===== src/rtl/jtbubl_gfx_romslot.sv =====
// Graphics ROM slot responder: serves 32-bit engine reads from a tagged buffer, filling misses
// with a burst-of-2 SDRAM read. Define JTBUBL_GFXROM_2WAY_EN for a two-entry LRU buffer.
module jtbubl_gfx_romslot #(
   parameter int unsigned         SDRAM_AW = 22,
   parameter logic [SDRAM_AW-1:0] OFFSET   = '0
) (
   input  logic                clk,
   input  logic                rst,
   input  logic                slot_cs,
   input  logic [17:0]         slot_addr,
   output logic                slot_ok,
   output logic [31:0]         slot_dout,
   output logic                sdram_req,
   output logic [SDRAM_AW-1:0] sdram_addr,
   input  logic                sdram_ack,
   input  logic                sdram_dst,
   input  logic [15:0]         data_read
);

   typedef enum logic [1:0] {
      ST_IDLE,
      ST_REQ,
      ST_DATA
   } state_t;

   state_t                r_state;
   state_t                w_state_nx;

   logic [16:0]           w_tag;
   logic                  w_unused_addr0;
   logic                  w_hit;
   logic                  w_latch;
   logic                  w_wr;
   logic                  w_fill;
   logic [SDRAM_AW-1:0]   w_req_base;

   logic [16:0]           r_req_tag;
   logic                  r_wcnt;
   logic [15:0]           r_fill_lo;

   logic                  r_valid0;
   logic [16:0]           r_tag0;
   logic [31:0]           r_data0;

   // Bit 0 selects a half of the 32-bit word, which is always fetched whole
   assign w_tag          = slot_addr[17:1];
   assign w_unused_addr0 = slot_addr[0];

   always_comb begin
      w_req_base       = '0;
      w_req_base[17:0] = {r_req_tag, 1'b0};
   end

   assign sdram_addr = OFFSET + w_req_base;

`ifdef JTBUBL_GFXROM_2WAY_EN
   logic                  r_valid1;
   logic [16:0]           r_tag1;
   logic [31:0]           r_data1;
   logic                  r_lru;
   logic                  r_last;
   logic                  w_m0;
   logic                  w_m1;
   logic                  w_hit_idx;

   assign w_m0      = r_valid0 && (r_tag0 == w_tag);
   assign w_m1      = r_valid1 && (r_tag1 == w_tag);
   assign w_hit     = slot_cs && (w_m0 || w_m1);
   assign w_hit_idx = !w_m0;
   assign slot_dout = w_hit ? (w_hit_idx ? r_data1 : r_data0)
                            : (r_last    ? r_data1 : r_data0);
`else
   assign w_hit     = slot_cs && r_valid0 && (r_tag0 == w_tag);
   assign slot_dout = r_data0;
`endif

   assign slot_ok = w_hit;

   always_ff @(posedge clk or posedge rst) begin
      if (rst) begin
         r_state <= ST_IDLE;
      end else begin
         r_state <= w_state_nx;
      end
   end

   always_comb begin
      w_state_nx = r_state;
      w_latch    = 1'b0;
      w_wr       = 1'b0;
      w_fill     = 1'b0;
      sdram_req  = 1'b0;
      case (r_state)
         ST_IDLE: begin
            if (slot_cs && !w_hit) begin
               w_latch    = 1'b1;
               w_state_nx = ST_REQ;
            end
         end
         ST_REQ: begin
            sdram_req = 1'b1;
            // A strobe coinciding with the ack is the first word of the burst
            if (sdram_ack) begin
               w_wr       = sdram_dst;
               w_state_nx = ST_DATA;
            end
         end
         ST_DATA: begin
            if (sdram_dst) begin
               w_wr = 1'b1;
               if (r_wcnt) begin
                  w_fill     = 1'b1;
                  w_state_nx = ST_IDLE;
               end
            end
         end
         default: w_state_nx = ST_IDLE;
      endcase
   end

   always_ff @(posedge clk or posedge rst) begin
      if (rst) begin
         r_req_tag <= '0;
         r_wcnt    <= 1'b0;
         r_fill_lo <= '0;
      end else begin
         if (w_latch) begin
            r_req_tag <= w_tag;
         end
         if (w_wr) begin
            r_wcnt <= ~r_wcnt;
            if (!r_wcnt) begin
               r_fill_lo <= data_read;
            end
         end
      end
   end

`ifdef JTBUBL_GFXROM_2WAY_EN
   // r_lru points at the victim; a fill takes priority over a concurrent hit
   always_ff @(posedge clk or posedge rst) begin
      if (rst) begin
         r_valid0 <= 1'b0;
         r_tag0   <= '0;
         r_data0  <= '0;
         r_valid1 <= 1'b0;
         r_tag1   <= '0;
         r_data1  <= '0;
         r_lru    <= 1'b0;
         r_last   <= 1'b0;
      end else begin
         if (w_fill) begin
            if (!r_lru) begin
               r_valid0 <= 1'b1;
               r_tag0   <= r_req_tag;
               r_data0  <= {data_read, r_fill_lo};
            end else begin
               r_valid1 <= 1'b1;
               r_tag1   <= r_req_tag;
               r_data1  <= {data_read, r_fill_lo};
            end
            r_lru  <= ~r_lru;
            r_last <= r_lru;
         end else if (w_hit) begin
            r_lru <= ~w_hit_idx;
         end
      end
   end
`else
   always_ff @(posedge clk or posedge rst) begin
      if (rst) begin
         r_valid0 <= 1'b0;
         r_tag0   <= '0;
         r_data0  <= '0;
      end else if (w_fill) begin
         r_valid0 <= 1'b1;
         r_tag0   <= r_req_tag;
         r_data0  <= {data_read, r_fill_lo};
      end
   end
`endif

endmodule

===== config.mk =====
export PLATFORM = sky130hd
export DESIGN_NAME = jtbubl_gfx_romslot
export DESIGN_NICKNAME = d
export VERILOG_FILES = /design/src/rtl/jtbubl_gfx_romslot.sv
export SDC_FILE = /design/constraint.sdc
export NUM_CORES = 1
export LEC_CHECK = 0
export BUFFER_PORTS_ARGS = -buffer_cell sky130_fd_sc_hd__buf_2
export CAP_MARGIN = 20
export CORE_UTILIZATION = 50
export CTS_CLUSTER_DIAMETER = 100
export DETAILED_ROUTE_END_ITERATION = 16
export MAX_ROUTING_LAYER = met4
export PLACE_DENSITY_LB_ADDON = 0.1
export SYNTH_ARGS = -nofsm -noshare
export SYNTH_HDL_FRONTEND = slang
export SYNTH_SLANG_ARGS = --single-unit

===== constraint.sdc =====
create_clock -name clk -period 4.6 [get_ports clk]
set_clock_uncertainty 0.2 [all_clocks]
set_input_delay 1.15 -clock clk [delete_from_list [all_inputs] [get_ports clk]]
set_output_delay 1.15 -clock clk [all_outputs]
set_load 0.02 [all_outputs]

# Yosys cells after proc, flatten, opt, wreduce, memory -nomap -nowiden
# Cells that the tools add are included.
[classes] mux=14 magnitude_cmp=0 div_mod_pow=0 add_sub_neg=0 n_eq_ne=7 n_reduce_logical=7 bitwise_logic=1 n_mul=0 shifts=0
[ops] cell="== test 17 bit" count=1
[ops] cell="two-way mux 1 bit" count=8
[ops] cell="two-way mux 2 bit" count=4
[ops] cell="inequality test 2 bit (second input constant)" count=4
[ops] cell="one-hot mux 2 bit (3 select lines)" count=1
[ops] cell="AND reduction 4 bit" count=1
[ops] cell="logical AND 1 bit" count=3
[ops] cell="== test 2 x 1 -> 1 bit (second input constant)" count=1
[ops] cell="== test 2 bit (second input constant)" count=1
[ops] cell="zero test 2 bit" count=1
[ops] cell="one-hot mux 1 bit (2 select lines)" count=1
[ops] cell="AND reduction 2 bit" count=1
[ops] cell="zero test 1 bit" count=1
[ops] cell="inverter 1 bit" count=1
[word_totals] wordCells=36 latch_bits=0 in_bits=39 ramBits=0 n_memories=0 reg_bits=86 mem_bits_ro=0

# Longest topological paths before layout
[depth] ltp_word=6 depth_mapped=7 depth_no_buf=7

# Worst setup path after synthesis
# Ideal clock, no wire load.
[synth_timing] path_kind="input-to-output" from="in slot_addr[10]" to="out slot_ok" arrival_time_ns=2.051 setup_slack_ns=1.199 stages=4 t_required_ns=3.250 path_cell_list="xor2_1 -> nor4_1 -> nand4_1 -> nor2_1"
[synth_between] elab_chain_cells=2
[synth_lines] element="start, declared" line="10" rtl="input logic [17:0] slot_addr,"
[synth_lines] element="== test 17 bit" line="73" rtl="assign w_hit = slot_cs && r_valid0 && (r_tag0 == w_tag);"
[synth_lines] element="logical AND 1 bit" line="73"
[synth_lines] element="end, declared" line="11" rtl="output logic slot_ok,"
# No other way between the ends.

# Worst setup path after layout
[layout_timing] from="in slot_addr[13]" to="out slot_ok"
# The elaborated chain is that of the path after synthesis.

==> results.py <==
metrics = {
    "synthesis": {
        "synth_cells": 232,
        "yosysWarnings": 0,
        "seq_area_frac_synth": 0.6029,
        "ys_ff_latch": 86,
        "synthDistinctLibCells": 29,
        "avgSynthCellArea_sq_um": 15.39,
        "syn_area_sq_um": 3570,
    },
    "power_and_ir_drop": {
        "p_leak_nw": 2.121,
        "p_seq_frac": 0.437,
        "power.internal_w": 0.001973,
        "power_density_nw_per_um2": 704.9,
        "vdd_drop_max_v": 0.0003334,
        "sw_frac_of_total": 0.3502,
        "pwr-share-clk": 0.167,
        "switchingPower_w": 0.001063,
        "p_comb_frac": 0.396,
    },
    "finish": {
        "area_delta_synth_final_pct": 20.64,
        "seqCellArea_sq_um": 2152,
        "layout_commonest_cell": "buf_2",
        "mostFrequentLayoutCells": "buf_2, dfrtp_1, mux2_2",
        "final_nets": 369,
        "antenna_cells": 0,
        "drive_above_1_share": 0.5801,
        "multi_input_area_sq_um": 1331,
        "nFillCells": 569,
    },
    "detailed_routing": {
        "vias": 2117,
        "ant_nets": 0,
        "wl_per_cell_um": 14.55,
        "drcViolationCount": 0,
        "dr.pass1.iters": 4,
        "drt_iter0_drc": 58,
        "drt-total-wl_um": 6213,
        "avgViaCountPerCell": 4.958,
    },
    "sta": {
        "rsz0062_at_grt": "no",
        "worst_pin_slew_ps": 896.4,
        "fmax_mhz": 261.9,
        "finalHoldViolCount": 0,
        "drv_slew": 0,
        "fin_tns_setup_ps": 0,
        "worst_slack_ps": 781.7,
        "setup_viol": 0,
        "finalCritPeriodShare": 0.8301,
        "finalCriticalPeriod_ps": 3818,
        "hold_ws_ps": 269.0,
        "relSlewSlack": 0.4024,
    },
    "worst_setup_path": {
        "crit_type": "in2out",
        "reg2reg_setup_slack_ps": 1950,
        "cp_max_fo": 5,
        "start_kind": "input port",
        "crit_path_end_kind": "output port",
        "cp_data_required_time_ps": 3250,
        "rr_worst_depth": 5,
        "worstPathArrival_ps": 2470,
    },
    "clocking": {
        "clock-sinks": 86,
        "path_clk_slew_ps": 70,
        "cts_resized": 0,
        "holdBufCountCts": 0,
        "clock_latency_ps": 340,
        "cts-root-buf": "clkbuf_8",
        "cts_tree": "built",
        "clockBufferDepth": 2,
        "numCtsBuffers": 9,
        "cts_setup_buffers": 0,
        "htreeDepth": 3,
    },
    "placed_design": {
        "io_buffers": 88,
        "gp_congestion": 0.7055,
        "pre_cts_slack_ps": 771.5,
        "hpwl_um": 4287,
    },
    "grt": {
        "grt_first_pass_wirelength_um": 10080,
        "grt_start_max_net_pins": 57,
        "grt_usage": 0.1853,
        "grt_pass1_vias": 2115,
        "antenna_found_initial": 0,
        "overflow": 0,
    },
    "floorplan": {
        "dieArea_sq_um": 7481,
        "fp.dieH_um": 86.50,
        "ios": 95,
        "fp.coreArea_sq_um": 6832,
        "num_rows": 30,
        "initial_core_util": 0.5225,
        "die_w_um": 86.50,
    },
    "job": {
        "maxCapViolCount": 0,
    },
    "run_status": {
        "status": "finished, final reports clean",
    },
    "worst_hold_path": {
        "hp-class": "reg2reg",
        "hold_depth": 1,
    },
}
[power groups by stage]
stage                     sequential, W  clock (W)  combinational, W
after floorplan                 0.00158          0          0.000614
final                           0.00133   0.000507           0.00120
after detailed placement        0.00134          0           0.00121
after global routing            0.00138   0.000561           0.00129
after global placement          0.00132          0           0.00119
after CTS                       0.00133   0.000529           0.00122
[routing by layer]
layer / GRT usage / up-vias / part of all wire
met2: 0.2814 / 54 / 0.49
met4: 0.06818 / 0 / 0.011
met1: 0.2369 / 1060 / 0.45
met5: - / - / 0
met3: 0.05524 / 5 / 0.052
li1: - / 998 / -
[worst paths after layout]
check                                   start      endpoint
worst min register to register       r_valid0      r_valid0
min in group asynchronous                 rst    r_tag0[13]
max in group asynchronous                 rst     r_tag0[3]
worst max-delay path            slot_addr[13]       slot_ok
worst max register to register     r_tag0[12]  r_req_tag[6]
worst min-delay path                 r_valid0      r_valid0
[flip-flops by register name, indices dropped and copies added, names as in the netlist]
name	cells
r_wcnt	1
r_tag0	17
r_valid0	1
r_req_tag	17
r_fill_lo	16
r_state	2
slot_dout	32
[per-stage QoR]
stage / cells / area (sq um) / util / total power, W
2_1_floorplan: 236 / 3585 / - / 0.002196
3_3_place_gp: 411 / 4090 / 0.5987 / 0.002513
3_5_place_dp: 411 / 4090 / 0.5987 / 0.002556
4_1_cts: 426 / 4279 / 0.6264 / 0.003077
5_1_grt: 427 / 4307 / 0.6304 / 0.003228
6_report: 427 / 4307 / 0.6304 / 0.003036
[critical path, cell delays in order]
cell and delay [ps]:
buf_2 110, xor2_1 140, nor4_1 430, nand3_1 270, nor2_1 190, buf_2 190
[cells by family after synthesis]
logic type / Yosys count / synth area share
flops: 86 / 0.6029
mux: 82 / 0.2692
xor+xnor: 17 / 0.04171
simple gates: 17 / 0.02839
buf+inv: 17 / 0.02979
compound gates: 9 / 0.01647
fa+ha+maj: 3 / 0.01052
other cells: 1 / 0.001051
[layout make-up]
type                            count  area share
Clock buffer                       11     0.03283
Clock inverter                      4     0.01104
Inverter                            4    0.003777
Multi-Input combinational cell    133      0.3091
Sequential cell                    86      0.4997
Tap cell                           96     0.02789
Timing Repair Buffer               93      0.1156
[cells in the mapped netlist]
library cell  instances  area, sq um
nor4_1                5        31.28
buf_6                 1        11.26
mux2_4               10        150.1
inv_1                 4        15.01
o2111ai_1             1        8.760
nand3b_1              1        7.510
nand2b_1              2        12.51
clkbuf_1              1        3.750
and2_1                1        6.260
xor2_1               16        140.1
nand3_1               2        10.01
xnor2_1               1        8.760
buf_4                 5        37.54
nor3_2                1        10.01
conb_1                1        3.750
nand4_1               1        6.260
o21ai_0               2        10.01
a22oi_1               1        7.510
o211ai_1              1        7.510
nor2b_1               1        6.260
buf_12                1        20.02
buf_1                 5        18.77
dfrtp_1              86         2152
a21oi_1               3        15.01
nor2_1                1        3.750
o211a_1               1        10.01
nand2_1               2        7.510
ha_1                  3        37.54
mux2_2               72        810.8
No activity file was read; power rests on OpenSTA's default activity.
